==> src/rtl/uart_tx_core_pkg.sv <==
// Shared UART TX definitions: FSM state encodings and line levels.
// UART_TX_PARITY_EN adds the PARITY state encoding.
package uart_tx_core_pkg;

  localparam int unsigned STATE_BITS = 3;

  localparam logic [STATE_BITS-1:0] ST_IDLE   = 3'd0;
  localparam logic [STATE_BITS-1:0] ST_START  = 3'd1;
  localparam logic [STATE_BITS-1:0] ST_DATA   = 3'd2;
`ifdef UART_TX_PARITY_EN
  localparam logic [STATE_BITS-1:0] ST_PARITY = 3'd3;
`endif
  localparam logic [STATE_BITS-1:0] ST_STOP   = 3'd4;

  localparam logic IDLE_LEVEL  = 1'b1;
  localparam logic START_LEVEL = 1'b0;

endpackage

==> src/rtl/uart_tx_core_if.sv <==
// Host write port and status/serial outputs of the UART transmit core.
interface uart_tx_core_if #(
  parameter int unsigned DATA_BITS = 8,
  parameter int unsigned PTR_BITS  = 3
);
  logic                 wr_Sig;
  logic [DATA_BITS-1:0] wr_Data;
  logic                 tx;
  logic                 tx_Busy;
  logic                 sig_Full;
  logic                 sig_Empty;
  logic [PTR_BITS:0]    fifo_Count;
  logic                 sig_Overflow;

  modport master (
    output wr_Sig, wr_Data,
    input  tx, tx_Busy, sig_Full, sig_Empty, fifo_Count, sig_Overflow
  );

  modport slave (
    input  wr_Sig, wr_Data,
    output tx, tx_Busy, sig_Full, sig_Empty, fifo_Count, sig_Overflow
  );
endinterface

==> src/rtl/uart_tx_fifo.sv <==
// TX word FIFO: storage, wrapping pointers, occupancy, full/empty and sticky overflow.
module uart_tx_fifo #(
  parameter int unsigned DATA_BITS  = 8,
  parameter int unsigned FIFO_DEPTH = 8,
  parameter int unsigned PTR_BITS   = 3
) (
  input  logic                 clk,
  input  logic                 reset,
  input  logic                 wr,
  input  logic [DATA_BITS-1:0] wr_data,
  input  logic                 pop,
  output logic [DATA_BITS-1:0] rd_data_c,
  output logic                 full,
  output logic                 empty,
  output logic [PTR_BITS:0]    count,
  output logic                 overflow
);

  logic [DATA_BITS-1:0] mem [FIFO_DEPTH];
  logic [PTR_BITS-1:0]  wr_ptr;
  logic [PTR_BITS-1:0]  rd_ptr;
  logic [PTR_BITS:0]    count_d;
  logic                 accept;
  logic                 pop_ok;

  // A write while full is dropped even if a pop frees a slot on the same edge
  assign accept = wr && !full;
  assign pop_ok = pop && !empty;

  always_comb begin
    count_d = count;
    case ({accept, pop_ok})
      2'b10:   count_d = count + (PTR_BITS+1)'(1);
      2'b01:   count_d = count - (PTR_BITS+1)'(1);
      default: count_d = count;
    endcase
  end

  always_ff @(posedge clk or posedge reset) begin
    if (reset) begin
      wr_ptr   <= '0;
      rd_ptr   <= '0;
      count    <= '0;
      full     <= 1'b0;
      empty    <= 1'b1;
      overflow <= 1'b0;
    end else begin
      if (accept) wr_ptr <= wr_ptr + PTR_BITS'(1);
      if (pop_ok) rd_ptr <= rd_ptr + PTR_BITS'(1);
      count <= count_d;
      full  <= (count_d == (PTR_BITS+1)'(FIFO_DEPTH));
      empty <= (count_d == '0);
      if (wr && full) overflow <= 1'b1;
    end
  end

  always_ff @(posedge clk) begin
    if (accept) mem[wr_ptr] <= wr_data;
  end

  assign rd_data_c = mem[rd_ptr];

endmodule

==> src/rtl/uart_tx_core.sv <==
// UART transmit core: baud divider, frame FSM and serializer fed by uart_tx_fifo.
// Optional parity stage enabled by defining UART_TX_PARITY_EN.
module uart_tx_core
  import uart_tx_core_pkg::*;
#(
  parameter int unsigned DATA_BITS  = 8,
  parameter int unsigned FIFO_DEPTH = 8,
  parameter int unsigned PTR_BITS   = 3,
  parameter int unsigned CLK_DIV    = 2604,
  parameter int unsigned DIV_BITS   = 12,
  parameter int unsigned STOP_BITS  = 1,
  parameter int unsigned PARITY_ODD = 0
) (
  input logic           clk,
  input logic           reset,
  uart_tx_core_if.slave bus
);

  localparam int unsigned IDX_BITS = 4;

  logic [STATE_BITS-1:0] state_q, state_d;
  logic [DIV_BITS-1:0]   div_q, div_d;
  logic [IDX_BITS-1:0]   idx_q, idx_d;
  logic                  stop_q, stop_d;
  logic [DATA_BITS-1:0]  shift_q, shift_d;
  logic                  tx_q, tx_d;
  logic                  busy_q, busy_d;
  logic                  bit_tick;
  logic                  load;
  logic [DATA_BITS-1:0]  fifo_head;
  logic                  fifo_empty;
`ifdef UART_TX_PARITY_EN
  logic                  par_q, par_d;
`endif

  uart_tx_fifo #(
    .DATA_BITS (DATA_BITS),
    .FIFO_DEPTH(FIFO_DEPTH),
    .PTR_BITS  (PTR_BITS)
  ) u_fifo (
    .clk      (clk),
    .reset    (reset),
    .wr       (bus.wr_Sig),
    .wr_data  (bus.wr_Data),
    .pop      (load),
    .rd_data_c(fifo_head),
    .full     (bus.sig_Full),
    .empty    (fifo_empty),
    .count    (bus.fifo_Count),
    .overflow (bus.sig_Overflow)
  );

  assign bit_tick = (div_q == DIV_BITS'(CLK_DIV - 1));

  // Next-state, divider and serializer update; tx is computed from the next state
  always_comb begin
    state_d = state_q;
    div_d   = div_q;
    idx_d   = idx_q;
    stop_d  = stop_q;
    shift_d = shift_q;
    load    = 1'b0;
    tx_d    = IDLE_LEVEL;
    busy_d  = 1'b0;
`ifdef UART_TX_PARITY_EN
    par_d   = par_q;
`endif

    if (state_q != ST_IDLE) div_d = bit_tick ? '0 : div_q + DIV_BITS'(1);

    case (state_q)
      ST_IDLE:  if (!fifo_empty) load = 1'b1;
      ST_START: if (bit_tick) state_d = ST_DATA;
      ST_DATA: begin
        if (bit_tick) begin
          shift_d = shift_q >> 1;
          idx_d   = idx_q + IDX_BITS'(1);
          if (idx_q == IDX_BITS'(DATA_BITS - 1)) begin
            stop_d = 1'b0;
`ifdef UART_TX_PARITY_EN
            state_d = ST_PARITY;
`else
            state_d = ST_STOP;
`endif
          end
        end
      end
`ifdef UART_TX_PARITY_EN
      ST_PARITY: begin
        if (bit_tick) begin
          stop_d  = 1'b0;
          state_d = ST_STOP;
        end
      end
`endif
      ST_STOP: begin
        if (bit_tick) begin
          if (stop_q == 1'(STOP_BITS - 1)) begin
            // Chain straight into the next frame when more data is queued
            if (!fifo_empty) load = 1'b1;
            else             state_d = ST_IDLE;
          end else begin
            stop_d = stop_q + 1'b1;
          end
        end
      end
      default: state_d = ST_IDLE;
    endcase

    if (load) begin
      shift_d = fifo_head;
      idx_d   = '0;
      div_d   = '0;
      state_d = ST_START;
`ifdef UART_TX_PARITY_EN
      par_d   = (^fifo_head) ^ 1'(PARITY_ODD);
`endif
    end

    case (state_d)
      ST_START:  tx_d = START_LEVEL;
      ST_DATA:   tx_d = shift_d[0];
`ifdef UART_TX_PARITY_EN
      ST_PARITY: tx_d = par_d;
`endif
      default:   tx_d = IDLE_LEVEL;
    endcase
    busy_d = (state_d != ST_IDLE);
  end

`ifndef UART_TX_PARITY_EN
  // Parity sense has no effect without the parity stage
  if (PARITY_ODD > 1) begin : g_parity_odd_unused
  end
`endif

  always_ff @(posedge clk or posedge reset) begin
    if (reset) begin
      state_q <= ST_IDLE;
      div_q   <= '0;
      idx_q   <= '0;
      stop_q  <= 1'b0;
      shift_q <= '0;
      tx_q    <= IDLE_LEVEL;
      busy_q  <= 1'b0;
`ifdef UART_TX_PARITY_EN
      par_q   <= 1'b0;
`endif
    end else begin
      state_q <= state_d;
      div_q   <= div_d;
      idx_q   <= idx_d;
      stop_q  <= stop_d;
      shift_q <= shift_d;
      tx_q    <= tx_d;
      busy_q  <= busy_d;
`ifdef UART_TX_PARITY_EN
      par_q   <= par_d;
`endif
    end
  end

  assign bus.tx        = tx_q;
  assign bus.tx_Busy   = busy_q;
  assign bus.sig_Empty = fifo_empty;

endmodule

==> src/flat_wrapper.sv <==
// flat-port wrapper written by rule: the top's interface ports become plain ports
module uart_tx_core_flat import uart_tx_core_pkg::*;
#(
  parameter int unsigned DATA_BITS  = 8,
  parameter int unsigned FIFO_DEPTH = 8,
  parameter int unsigned PTR_BITS   = 3,
  parameter int unsigned CLK_DIV    = 2604,
  parameter int unsigned DIV_BITS   = 12,
  parameter int unsigned STOP_BITS  = 1,
  parameter int unsigned PARITY_ODD = 0
)
  (clk, reset, bus_wr_Sig, bus_wr_Data, bus_tx, bus_tx_Busy, bus_sig_Full, bus_sig_Empty, bus_fifo_Count, bus_sig_Overflow);
  uart_tx_core_if #(.DATA_BITS(DATA_BITS), .PTR_BITS(PTR_BITS)) bus_i ();
  input logic clk;
  input logic reset;
  input wire logic [$bits(bus_i.wr_Sig)-1:0] bus_wr_Sig;
  input wire logic [$bits(bus_i.wr_Data)-1:0] bus_wr_Data;
  output wire logic [$bits(bus_i.tx)-1:0] bus_tx;
  output wire logic [$bits(bus_i.tx_Busy)-1:0] bus_tx_Busy;
  output wire logic [$bits(bus_i.sig_Full)-1:0] bus_sig_Full;
  output wire logic [$bits(bus_i.sig_Empty)-1:0] bus_sig_Empty;
  output wire logic [$bits(bus_i.fifo_Count)-1:0] bus_fifo_Count;
  output wire logic [$bits(bus_i.sig_Overflow)-1:0] bus_sig_Overflow;
  assign bus_i.wr_Sig = bus_wr_Sig;
  assign bus_i.wr_Data = bus_wr_Data;
  assign bus_tx = bus_i.tx;
  assign bus_tx_Busy = bus_i.tx_Busy;
  assign bus_sig_Full = bus_i.sig_Full;
  assign bus_sig_Empty = bus_i.sig_Empty;
  assign bus_fifo_Count = bus_i.fifo_Count;
  assign bus_sig_Overflow = bus_i.sig_Overflow;
  uart_tx_core #(.DATA_BITS(DATA_BITS), .FIFO_DEPTH(FIFO_DEPTH), .PTR_BITS(PTR_BITS), .CLK_DIV(CLK_DIV), .DIV_BITS(DIV_BITS), .STOP_BITS(STOP_BITS), .PARITY_ODD(PARITY_ODD)) u_core (.clk(clk), .reset(reset), .bus(bus_i));
endmodule
==> config.mk <==
export PLATFORM = sky130hd
export DESIGN_NAME = uart_tx_core_flat
export DESIGN_NICKNAME = d
export VERILOG_FILES = /design/src/rtl/uart_tx_core_pkg.sv /design/src/rtl/uart_tx_core_if.sv /design/src/rtl/uart_tx_fifo.sv /design/src/rtl/uart_tx_core.sv /design/src/flat_wrapper.sv
export SDC_FILE = /design/constraint.sdc
export NUM_CORES = 1
export LEC_CHECK = 0
export ABC_CLOCK_PERIOD_IN_PS = 7300
export CORE_MARGIN = 2
export CORE_UTILIZATION = 55
export CTS_CLUSTER_SIZE = 12
export DETAILED_ROUTE_END_ITERATION = 10
export PLACE_DENSITY = 0.73
export REMOVE_ABC_BUFFERS = 1
export SLEW_MARGIN = 20
export SYNTH_ARGS = -nofsm -noshare
export SYNTH_HDL_FRONTEND = slang
export SYNTH_SLANG_ARGS = --single-unit
==> constraint.sdc <==
create_clock -name clk -period 7.3 [get_ports clk]
set_clock_uncertainty 0.05 [all_clocks]
set_input_delay 1.46 -clock clk [delete_from_list [all_inputs] [get_ports clk]]
set_output_delay 1.46 -clock clk [all_outputs]
set_load 0.01 [all_outputs]
==> reports/qor.yml <==
yosys:
  syn_avg_cell_area_um2: 14.9
  synth.most_common_cell: "edfxtp_1"
  synth_area_um2: 4540
  yosys.area.top_type: "edfxtp_1"
  synth_area_leaders: "edfxtp_1, dfrtp_1, mux4_2"
  synth_ff_type: "edfxtp_1"
  synthCells: 306
  synthArstFlopShare: 0.396
  synth_common_cells: "edfxtp_1, dfrtp_1, nor2_1"
  synth-edff-count: 64
  synth_top_area_share: 0.423
  synth_cell_type_count: 46
  synth-seq-cells: 106
  yosysWarnings: 0
  yosysSeqAreaShare: 0.655
power:
  leakagePower_nw: 1.78
  p_total_mw: 1.49
  seqPwrFrac: 0.564
  swShare: 0.302
  pwr-share-comb: 0.197
  p_sw_mw: 0.449
  p_per_area_nw_per_um2: 294
  ir_drop_v: 0.000157
  p_clk_frac: 0.239
  p_int_mw: 1.04
sta:
  max_freq_mhz: 255
  hold_viol: 0
  min_period_ps: 3930
  rsz0062_at_grt: "false"
  max_slew.worst_pin.slew_ps: 1010
  final.setup.tns_ps: 0
  timing.hold.ws_ps: 413
  relSlewSlack: 0.318
  setup_violations: 0
  maxSlewViolCount: 0
  fin_crit_sh: 0.538
setup_path:
  crit_fanout: 7
  path_delay_family: "simple AND/OR/NAND/NOR gates"
  reg2reg_from: "u_core.div_q[2]$_DFFE_PP0P_"
  end_kind: "flop"
  crit_required_ps: 7530
  slowest_delay_ps: 490
  r2r-end: "u_core.u_fifo.full$_DFF_PP0_"
  cp-startpoint: "bus_wr_Sig"
  reg2reg_depth: 8
  cp-start-kind: "primary input"
  worstSetupPathType: "in2reg"
  cp_common_cell: "nor2b_1"
  critPathArrivalTime_ps: 4160
  path_buf_inv: 1
  r2r_slack_ps: 3600
  slowest_stage: "or4bb_1"
  crit_chain: "clkdlybuf4s50_1, nor2b_1, nor2b_1, nand2_1, xnor2_1, ha_1, or4bb_1, or3_1, a311oi_2"
drt:
  vias: 2541
  avgRoutedWirePerCell_um: 17.9
  drc: 0
  wl_mm: 7.84
  drt_iter0_drc: 159
  postRouteAntennaNets: 0
  dr.pass1.iters: 4
  viasPerCell: 5.79
finish:
  area_growth_pct: 11.2
  nNetsFinal: 346
  drive_gt1_frac: 0.156
  diodes: 0
  fin_area_um2: 5050
placed_design:
  numPortBuffers: 19
  hpwl_mm: 5.25
  gp_congestion: 0.835
  placed_area_um2: 4850
cts:
  cts_setup_buffers: 0
  htreeDepth: 3
  clkSinkCount: 106
  cts-root-buf: "clkbuf_8"
  cts_inserted_buffers: 9
  clockBufferDepth: 2
  clkTransAtPathRegs_ps: 110
  cts_tree: "done"
  clk_latency_ps: 370
  cts-resized-gates: 0
  hold_buffers: 0
die:
  core_um2: 8090
  start_util: 0.562
  die_area_um2: 9010
  num_rows: 33
  die-height_um: 94.9
  die_w_um: 94.9
  ios: 20
min_path:
  hold_depth: 1
  worstHoldStart: "u_core.u_fifo.overflow$_DFFE_PP0P_"
  min_to: "u_core.u_fifo.overflow$_DFFE_PP0P_"
  hp-class: "reg2reg"
grt:
  grt_start_max_net_pins: 43
  antenna_found_initial: 0
  grt_pass1_vias: 2570
  grt_pass1_wl_mm: 12.9
  track_usage: 0.195
  overflow: 0
status:
  status: "completed"
job:
  maxCapViolCount: 0
## final cells by class
cell class	instances	area, um2
multi-input combinational	184	1510
clock inverter	7	77.6
tap	105	131
inverter	5	18.8
sequential	106	2980
fill	617	3040
timing repair buffer	23	220
clock buffer	9	124
## metal layers
metal	track usage	wire length, um	vias up
met5	0	0	-
met2	0.319	3950	43
met3	0.0527	280	7
met1	0.255	3540	1273
li1	-	-	1218
met4	0.0664	81	0
## power groups by stage
stage          Sequential, mW  Clock (mW)  Combinational [mW]
3_3_place_gp            0.845           0               0.289
6_report                0.839       0.356               0.292
3_5_place_dp            0.851           0               0.298
2_1_floorplan           0.834           0               0.193
5_1_grt                 0.853       0.393               0.324
4_1_cts                 0.839       0.365               0.299
## cells in the final DEF, fill, tap and decap left out, types with 8 or more instances in the layout
cell and count:
nor2_1 28, edfxtp_1 64, clkdlybuf4s50_1 19, xor2_1 10
mux4_2 16, o21ai_0 9, nand2_1 18, mux2i_1 9
xnor2_1 8, clkbuf_8 9, dfrtp_1 39
## kinds of logic after synthesis
group,Yosys count,synth area share
flops,106,0.655
simple gates,94,0.109
compound gates,37,0.0606
mux,29,0.109
xor+xnor,18,0.0347
buf+inv,16,0.0154
fa+ha+maj,6,0.0165
## registers in the layout (all words and copies together), names as in the netlist
name,count
u_core.div_q,12
u_core.bus.tx,1
u_core.idx_q,4
u_core.state_q,3
u_core.u_fifo.overflow,1
u_core.u_fifo.full,1
u_core.u_fifo.empty,1
u_core.u_fifo.mem,64
u_core.bus.tx_Busy,1
u_core.u_fifo.rd_ptr,3
u_core.u_fifo.count,4
u_core.u_fifo.wr_ptr,3
u_core.shift_q,8
## worst max path at each step
stage / slack [ps] / end / cells past startpoint
floorplan: 3690 / u_core.u_fifo.full$_DFF_PP0_ / 8
global placement: 3050 / u_core.u_fifo.full$_DFF_PP0_ / 9
detailed placement: 2950 / u_core.u_fifo.full$_DFF_PP0_ / 9
CTS: 3370 / u_core.u_fifo.full$_DFF_PP0_ / 9
global route: 3210 / u_core.u_fifo.full$_DFF_PP0_ / 9
finish: 3370 / u_core.u_fifo.full$_DFF_PP0_ / 9
## worst reg2reg max path, delay by kind of cell (launching register included)
family | cells | cell delay, ps
AOI/OAI and AO/OA | 2 | 710
adders and majority gates | 1 | 370
buffers and inverters | 1 | 280
DFF | 1 | 460
and+or+nand+nor | 4 | 1750
## stage by stage
stage / instances / utilization / setup slack [ps]
2_1_floorplan: 295 / - / 3690
3_3_place_gp: 423 / 0.599 / 3050
3_5_place_dp: 423 / 0.599 / 2950
4_1_cts: 439 / 0.624 / 3370
5_1_grt: 439 / 0.624 / 3210
6_report: 439 / 0.624 / 3370
No activity file was read; power rests on OpenSTA's default activity.
